[config.mk]
export PLATFORM = sky130hd
export DESIGN_NAME = chirp_ref_sequencer
export DESIGN_NICKNAME = d
export VERILOG_FILES = /design/src/rtl/chirp_ref_sequencer.sv
export SDC_FILE = /design/constraint.sdc
export NUM_CORES = 1
export LEC_CHECK = 0
export ABC_AREA = 1
export CAP_MARGIN = 20
export CORE_MARGIN = 2
export CORE_UTILIZATION = 36
export CTS_CLUSTER_DIAMETER = 40
export DETAILED_ROUTE_END_ITERATION = 12
export GPL_TIMING_DRIVEN = 0
export PLACE_DENSITY_LB_ADDON = 0.08
export SETUP_SLACK_MARGIN = 0.4
export SYNTH_ARGS = -nofsm -noshare
export SYNTH_HDL_FRONTEND = slang
export SYNTH_SLANG_ARGS = --single-unit
[constraint.sdc]
create_clock -name clk -period 1.4 [get_ports clk]
set_input_delay 0.14 -clock clk [delete_from_list [all_inputs] [get_ports clk]]
set_output_delay 0.14 -clock clk [all_outputs]
set_load 0.01 [all_outputs]
[src/rtl/chirp_ref_sequencer.sv]
// Chirp reference sequencer: walks the chirp ROM address space 0..ORDER once per start,
// aligning ROM read latency with a ready/valid handshake. Optional SEQ_CONTINUOUS_EN adds `cont`.
module chirp_ref_sequencer #(
  parameter int unsigned ORDER  = 60,
  parameter int unsigned ADDR_W = 32,
  parameter int unsigned IDX_W  = 6
) (
  input  logic              clk,
  input  logic              rst,
  input  logic              start,
  input  logic              ready,
`ifdef SEQ_CONTINUOUS_EN
  input  logic              cont,
`endif
  output logic              rom_en,
  output logic [ADDR_W-1:0] rom_addr,
  output logic              ref_valid,
  output logic [IDX_W-1:0]  ref_index,
  output logic              ref_last,
  output logic              busy,
  output logic              done
);

  typedef enum logic [1:0] {
    S_IDLE,
    S_LOAD,
    S_RUN
  } state_t;

  localparam logic [IDX_W-1:0] LAST_IDX = IDX_W'(ORDER);

  state_t           r_state;
  logic [IDX_W-1:0] r_index;
  logic             r_done;

  logic             w_cont;
  logic             w_run;
  logic             w_xfer;
  logic             w_at_end;
  logic [IDX_W-1:0] w_addr;

`ifdef SEQ_CONTINUOUS_EN
  assign w_cont = cont;
`else
  assign w_cont = 1'b0;
`endif

  assign w_run    = (r_state == S_RUN);
  assign w_xfer   = w_run && ready;
  assign w_at_end = (r_index == LAST_IDX);

  // Address leads the index by one on a transfer so the ROM's one-cycle latency
  // lands the next sample exactly when ref_index advances; a stall re-reads the current one.
  always_comb begin
    w_addr = '0;
    if (w_run) begin
      if (!ready)
        w_addr = r_index;
      else if (!w_at_end)
        w_addr = r_index + 1'b1;
    end
  end

  always_ff @(posedge clk or negedge rst) begin
    if (!rst) begin
      r_state <= S_IDLE;
      r_index <= '0;
      r_done  <= 1'b0;
    end else begin
      r_done <= 1'b0;
      case (r_state)
        S_IDLE: begin
          r_index <= '0;
          if (start)
            r_state <= S_LOAD;
        end
        S_LOAD: begin
          r_index <= '0;
          r_state <= S_RUN;
        end
        S_RUN: begin
          if (w_xfer) begin
            if (w_at_end) begin
              r_index <= '0;
              r_done  <= 1'b1;
              if (!w_cont)
                r_state <= S_IDLE;
            end else begin
              r_index <= r_index + 1'b1;
            end
          end
        end
        default: begin
          r_state <= S_IDLE;
          r_index <= '0;
        end
      endcase
    end
  end

  assign rom_en    = (r_state != S_IDLE);
  assign rom_addr  = ADDR_W'(w_addr);
  assign ref_valid = w_run;
  assign ref_index = r_index;
  assign ref_last  = w_run && w_at_end;
  assign busy      = (r_state != S_IDLE);
  assign done      = r_done;

endmodule
==> summary.md, run 1 <==
| Metric | Value |
|---|---|
| CP Launch Type | flop |
| Synthesized area | 738 µm² |
| First-pass GRT wire length | 3310 µm |
| Top Ports | 47 |
| CTS Buf Count | 3 |
| Final Skew | 4.03 ps |
| Pre-CTS WS | -453 ps |
| Port Buffer Count | 20 |
| Drt via density | 4.04 |
| Fmax | 584 MHz |
| GPL Wtd Cong | 0.803 |
| RSZ-0062 raised after global routing | yes |
| Antenna violation net count after detailed routing | 0 |
| CP bufs+invs | 3 |
| Initial Utilization | 0.380 |
| Pint | 1.08 mW |
| Delay-heaviest family, CP | flip-flops |
| Yosys top cell area share | 0.305 |
| Comb power frac | 0.651 |
| Synth top area cells | dfrtp_1 31%, buf_4 27%, nand2_1 11% |
| Clk slew on worst S/H paths | 70 ps |
| Synth cell types | 17 |
| Total number of vias | 829 |
| Post-route cell area | 1500 µm² |
| Hold Buf Count CTS | 0 |
| Min Tclk post-route | 1710 ps |
| DP Area | 1120 µm² |
| Slowest CP cell | dfrtp_2 |
| Tcrit/Tclk final | 1.22 |
| Chip width | 49.3 µm |
| Area delta synth->final | 103% |
| H-tree levels | 1 |
| Initial antenna violation count | 0 |
| Final Max Slew Viols | 0 |
| Final Setup Violations | 8 |
| Hold Fails Final Rpt | 0 |
| Power per cell area | 1200 nW/µm² |
| Post-layout nets | 185 |
| Syn avg cell area | 7.61 µm² |
| TritonRoute pass-1 iters | 6 |
| Critical path class | flop to primary output |
| Final core occ | 0.773 |
| Clock Tree Root | clkbuf_4 |
| NetSw | 0.721 mW |
| Max Cap Viol | 0 |
| Gr usage total | 0.182 |
| Clock Power Share | 0.126 |
| Critical Path RT | 1260 ps |
| CP peak stage delay | 420 ps |
| Status | complete, but fails checks |
| Setup tns final | -1640 ps |
| Worst EP arrival | 1570 ps |
| Num rows | 16 |
| Crit-path max FO | 5 |
| Drt wl/cell | 11.0 µm |
| P_leak | 0.841 nW |
| Placed Cells | 169 |
| CTS tree | yes |
| FF+latch count, synth | 9 |
| VDD IR max | 1.05 mV |
| Sw Ratio | 0.400 |
| Clk buf depth | 2 |
| Flop pwr share | 0.223 |
| Core Area | 1940 µm² |
| Dpl hpwl | 1190 µm |
| Yosys warns | 0 |
| DRC violations left | 0 |
| Ant. Diodes | 0 |
| Crit end category | primary output |
| Finished Layout Cells | 205 |
| Synth Instances | 97 |
| Worst min path class | primary input to async pin |
| GRT overflow | 0 |
| Sequential area share after synthesis | 0.305 |
| Layout cells sized above 1 | 0.652 |
| Die ar. | 2430 µm² |
| Vias in the first global route | 695 |
| Die Height | 49.3 µm |
| Failing checks | negative setup slack |
| Fillcell total | 134 |
| Final WL | 2260 µm |
| Largest net degree at the start of global routing | 10 |
| Clock tree sinks | 9 |
| DR iter-0 viols | 17 |
| Cell chain of the critical path | inv_4 > ha_4 > nand2_4 > nor2_4 > nor2_4 > buf_6 > nand2_4 > o21ai_2 > buf_2 |
| Setup ws final | -312 ps |
| Worst-Skew Late Latency | 280 ps |
| Yosys top cell by area | dfrtp_1 |
## through the flow
step	hold slack, ps	total power [mW]
3_5_place_dp	488	1.13
2_1_floorplan	-156	0.817
4_1_cts	200	1.59
5_1_grt	218	1.90
6_report	172	1.80
3_3_place_gp	478	1.11
## logic make-up (layout without fill, tap and decap cells)
| kind of cell | count (synthesis) | in the layout | share of synthesized area |
|---|---|---|---|
| simple gates | 39 | 39 | 0.263 |
| buf+inv | 37 | 93 | 0.325 |
| compound gates | 9 | 9 | 0.0678 |
| flops | 9 | 9 | 0.305 |
| fa+ha+maj | 2 | 2 | 0.0339 |
| other cells | 1 | 26 | 0.00508 |
## what timing repair did
item,CTS,global route
buffers inserted,24,8
pin swaps,10,11
gates resized for setup,101,18
setup endpoints to repair,25,25
## power groups by stage
stage	Clock [mW]	Combinational (mW)	Sequential (mW)
floorplan	0	0.383	0.434
global placement	0	0.689	0.426
detailed placement	0	0.696	0.431
CTS	0.220	0.981	0.388
global route	0.242	1.24	0.412
finish	0.228	1.17	0.402
## Yosys cell counts (all sizes together)
master and instances:
ha 2, nand4 1, o211ai 1, nand3 6
nor2 10, inv 10, o21bai 1, buf 27
dfrtp 9, conb 1, o21ai 7, nand2 22
## layout by cell type, fill, tap and decap left out, drive strengths merged, types with 2 or more instances in the layout
| cell type | count |
|---|---|
| buf | 76 |
| clkbuf | 4 |
| clkdlybuf4s50 | 3 |
| conb | 26 |
| dfrtp | 9 |
| ha | 2 |
| inv | 10 |
| nand2 | 22 |
| nand3 | 6 |
| nor2 | 10 |
| o21ai | 7 |
## layout make-up
type                    instances  area (µm²)  area share
inverters                      10        42.5      0.0283
repair buffers                 52         480       0.320
clock buffers                   4        26.3      0.0175
plain buffers                  27         206       0.138
multi-input cells              76         482       0.321
well taps                      27        33.8      0.0225
flip-flops and latches          9         230       0.153
## per-layer routing
| metal | global-route usage | vias up | wire [µm] |
|---|---|---|---|
| met2 | 0.315 | 42 | 1150 |
| met3 | 0.0429 | 6 | 169 |
| met4 | 0.0714 | 0 | 42 |
| li1 | - | 408 | - |
| met1 | 0.216 | 373 | 902 |
| met5 | 0 | - | 0 |
## final timing paths
check / startpoint / endpoint / slack (ps) / depth (start not counted)
max reg2reg: ref_index[0]$_DFFE_PN0P_ / ref_index[0]$_DFFE_PN0P_ / 60 / 9
min reg2reg: r_state[0]$_DFFE_PN0P_ / r_state[1]$_DFFE_PN0P_ / 620 / 2
min: rst / r_state[1]$_DFFE_PN0P_ / 170 / 1
max in group asynchronous: rst / ref_index[1]$_DFFE_PN0P_ / 880 / 1
max: ref_index[0]$_DFFE_PN0P_ / rom_addr[0] / -310 / 9
min in group clk: start / r_state[0]$_DFFE_PN0P_ / 360 / 3
## sequential cells by signal, summed over array words and instances (netlist names)
| name | flops |
|---|---|
| ref_index | 6 |
| r_state | 2 |
| done | 1 |
No activity file was read; power rests on OpenSTA's default activity.
==> inputs of run 2 (changes only) <==
- GPL_ROUTABILITY_DRIVEN: default -> 1
==> results of run 2 <==
Same layout as run 1: the final DEF is identical, and so are final timing and power.
==> edit (flow settings as in run 1) <==
`IDX_W`: 6 -> 4.
--- a/src/rtl/chirp_ref_sequencer.sv
+++ b/src/rtl/chirp_ref_sequencer.sv
@@ -4,5 +4,5 @@
   parameter int unsigned ORDER  = 60,
   parameter int unsigned ADDR_W = 32,
-  parameter int unsigned IDX_W  = 6
+  parameter int unsigned IDX_W  = 4
 ) (
   input  logic              clk,
Ports: changed (resized ref_index); port bits go from 47 to 45. The function was not compared with the original's and may differ.
==> edit against run 1 <==
  * The run still ends with negative setup slack left
  * Design area decreased by 22%
  * Routed wire length decreased by 33%
  * Register-to-register slack got worse by 0.03 ns
  * Worst setup slack improved by 0.22 ns
  * Sequential cell count decreased by 2
  * Sequential power decreased by 26%
  * Total power decreased by 24%
  * Die area decreased by 15%
  * Global-route usage decreased by 4.6 points
  * Sequential share of layout area about the same
  * Synthesized area decreased by 17%
  * Critical path depth decreased by 1
  * Clock power decreased by 16%
  * Largest cell class unchanged
==> edit: results (changes against run 1) <==
| Metric | Value |
|---|---|
| Status | `complete, but fails checks` |
| Failing checks | `negative setup slack` |
| Initial DRC count | `6 (-11)` |
| Post-DP HPWL | `969 um (-19%)` |
| Clk Latency, worst-skew pair | `0.25 ns (-0.03 ns)` |
| GRT Total Usage | `13.6% (-4.6 points)` |
| Sequential fraction of design power | `21.7% (-0.6 points)` |
| Leakage power | `0.677 nW (-20%)` |
| XOR/XNOR Fraction of Synth Area | `1.43% (+1.4 points)` |
| Synth cell count leaders | `29 x buf_4, 15 x nand2_1, 7 x dfrtp_1, 7 x inv_1, 5 x nor2_1` |
| Comb pwr share | `64.4% (-0.7 points)` |
| Total number of vias | `588 (-29%)` |
| Crit-path max cell delay | `0.40 ns (-0.02 ns)` |
| Area post-placement | `950 sq um (-15%)` |
| Sw frac | `40.6% (+0.59 points)` |
| Nets | `150 (-19%)` |
| Area contributors post-synth | `buf_4 35%, dfrtp_1 29%, nand2_1 9.2%, inv_1 4.3%, ha_1 4.1%` |
| Worst endpoint data arrival time | `1.35 ns (-0.22 ns)` |
| First-pass GRT wire length | `1.99 mm (-40%)` |
| Met1 global-route usage | `15.1% (-6.5 points)` |
| Crit path max fanout | `4 (-1)` |
| Final Util | `75.4% (-2.0 points)` |
| Post-synthesis cell type count | `16 (-1)` |
| GR Util met2 | `24.9% (-6.7 points)` |
| IO buf count | `16 (-20%)` |
| Final setup fails | `5 (-3)` |
| Setup Buffers After CTS | `9 (-63%)` |
| Final Cell Area | `1170 sq um (-22%)` |
| Register area share after synthesis | `28.5% (-2.0 points)` |
| Synth Area in Compound Gates | `1.63% (-5.2 points)` |
| 1st-pass router iterations | `2 (-4)` |
| Post-Synth Adder-Cell Area | `4.07% (+0.68 points)` |
| Vias in the first global route | `505 (-27%)` |
| Final worst slack | `-0.0934 ns (+0.219 ns)` |
-- edit: changes by cell type after synthesis, moves of 2 or more --
cell / before / now
nand3_1: 4 / 2
nor3_1: 0 / 2
buf_4: 27 / 29
o21ai_0: 7 / 2
dfrtp_1: 9 / 7
inv_1: 9 / 7
nand2_1: 21 / 15
-- edit: per-layer routing --
metal	routed length [um]	vias to the layer above
met5	0	-
met4	0	0
met3	91	0
met2	807	25
met1	615	249
li1	-	314
-- edit: per-stage QoR --
| step | TNS, ns | power [mW] | std cells |
|---|---|---|---|
| after global placement | -1.59 | 0.939 | 139 |
| after global routing | -0.653 | 1.47 | 159 |
| after floorplan | 0 | 0.729 | 107 |
| after detailed placement | -1.64 | 0.947 | 139 |
| final | -0.283 | 1.38 | 159 |
| after CTS | -0.297 | 1.27 | 152 |
-- edit: area by class of cell --
type                            count  area (sq um)
Tap cell                           16          20.0
Clock inverter                      1          5.00
Buffer                             29           221
Sequential cell                     7           180
Inverter                            9          36.3
Fill cell                         120           384
Clock buffer                        3          22.5
Timing Repair Buffer               32           295
Multi-Input combinational cell     62           394
-- edit: logic make-up after synthesis --
| logic type | count (synthesis) |
|---|---|
| buf+inv | 38 |
| simple gates | 29 |
| flops | 7 |
| compound gates | 2 |
| fa+ha+maj | 2 |
| xor+xnor | 1 |
| other cells | 1 |
-- edit: final timing paths --
kind | from | to | slack (ns) | depth (start not counted)
min reg2reg | r_state[1] | r_state[1] | 0.50 | 1
max | ref_index[1] | rom_addr[0] | -0.09 | 8
min | rst | done | 0.16 | 1
max reg2reg | ref_index[0] | r_state[1] | 0.03 | 8
max in group asynchronous | rst | ref_index[1] | 0.95 | 1
min in group clk | start | r_state[0] | 0.40 | 3
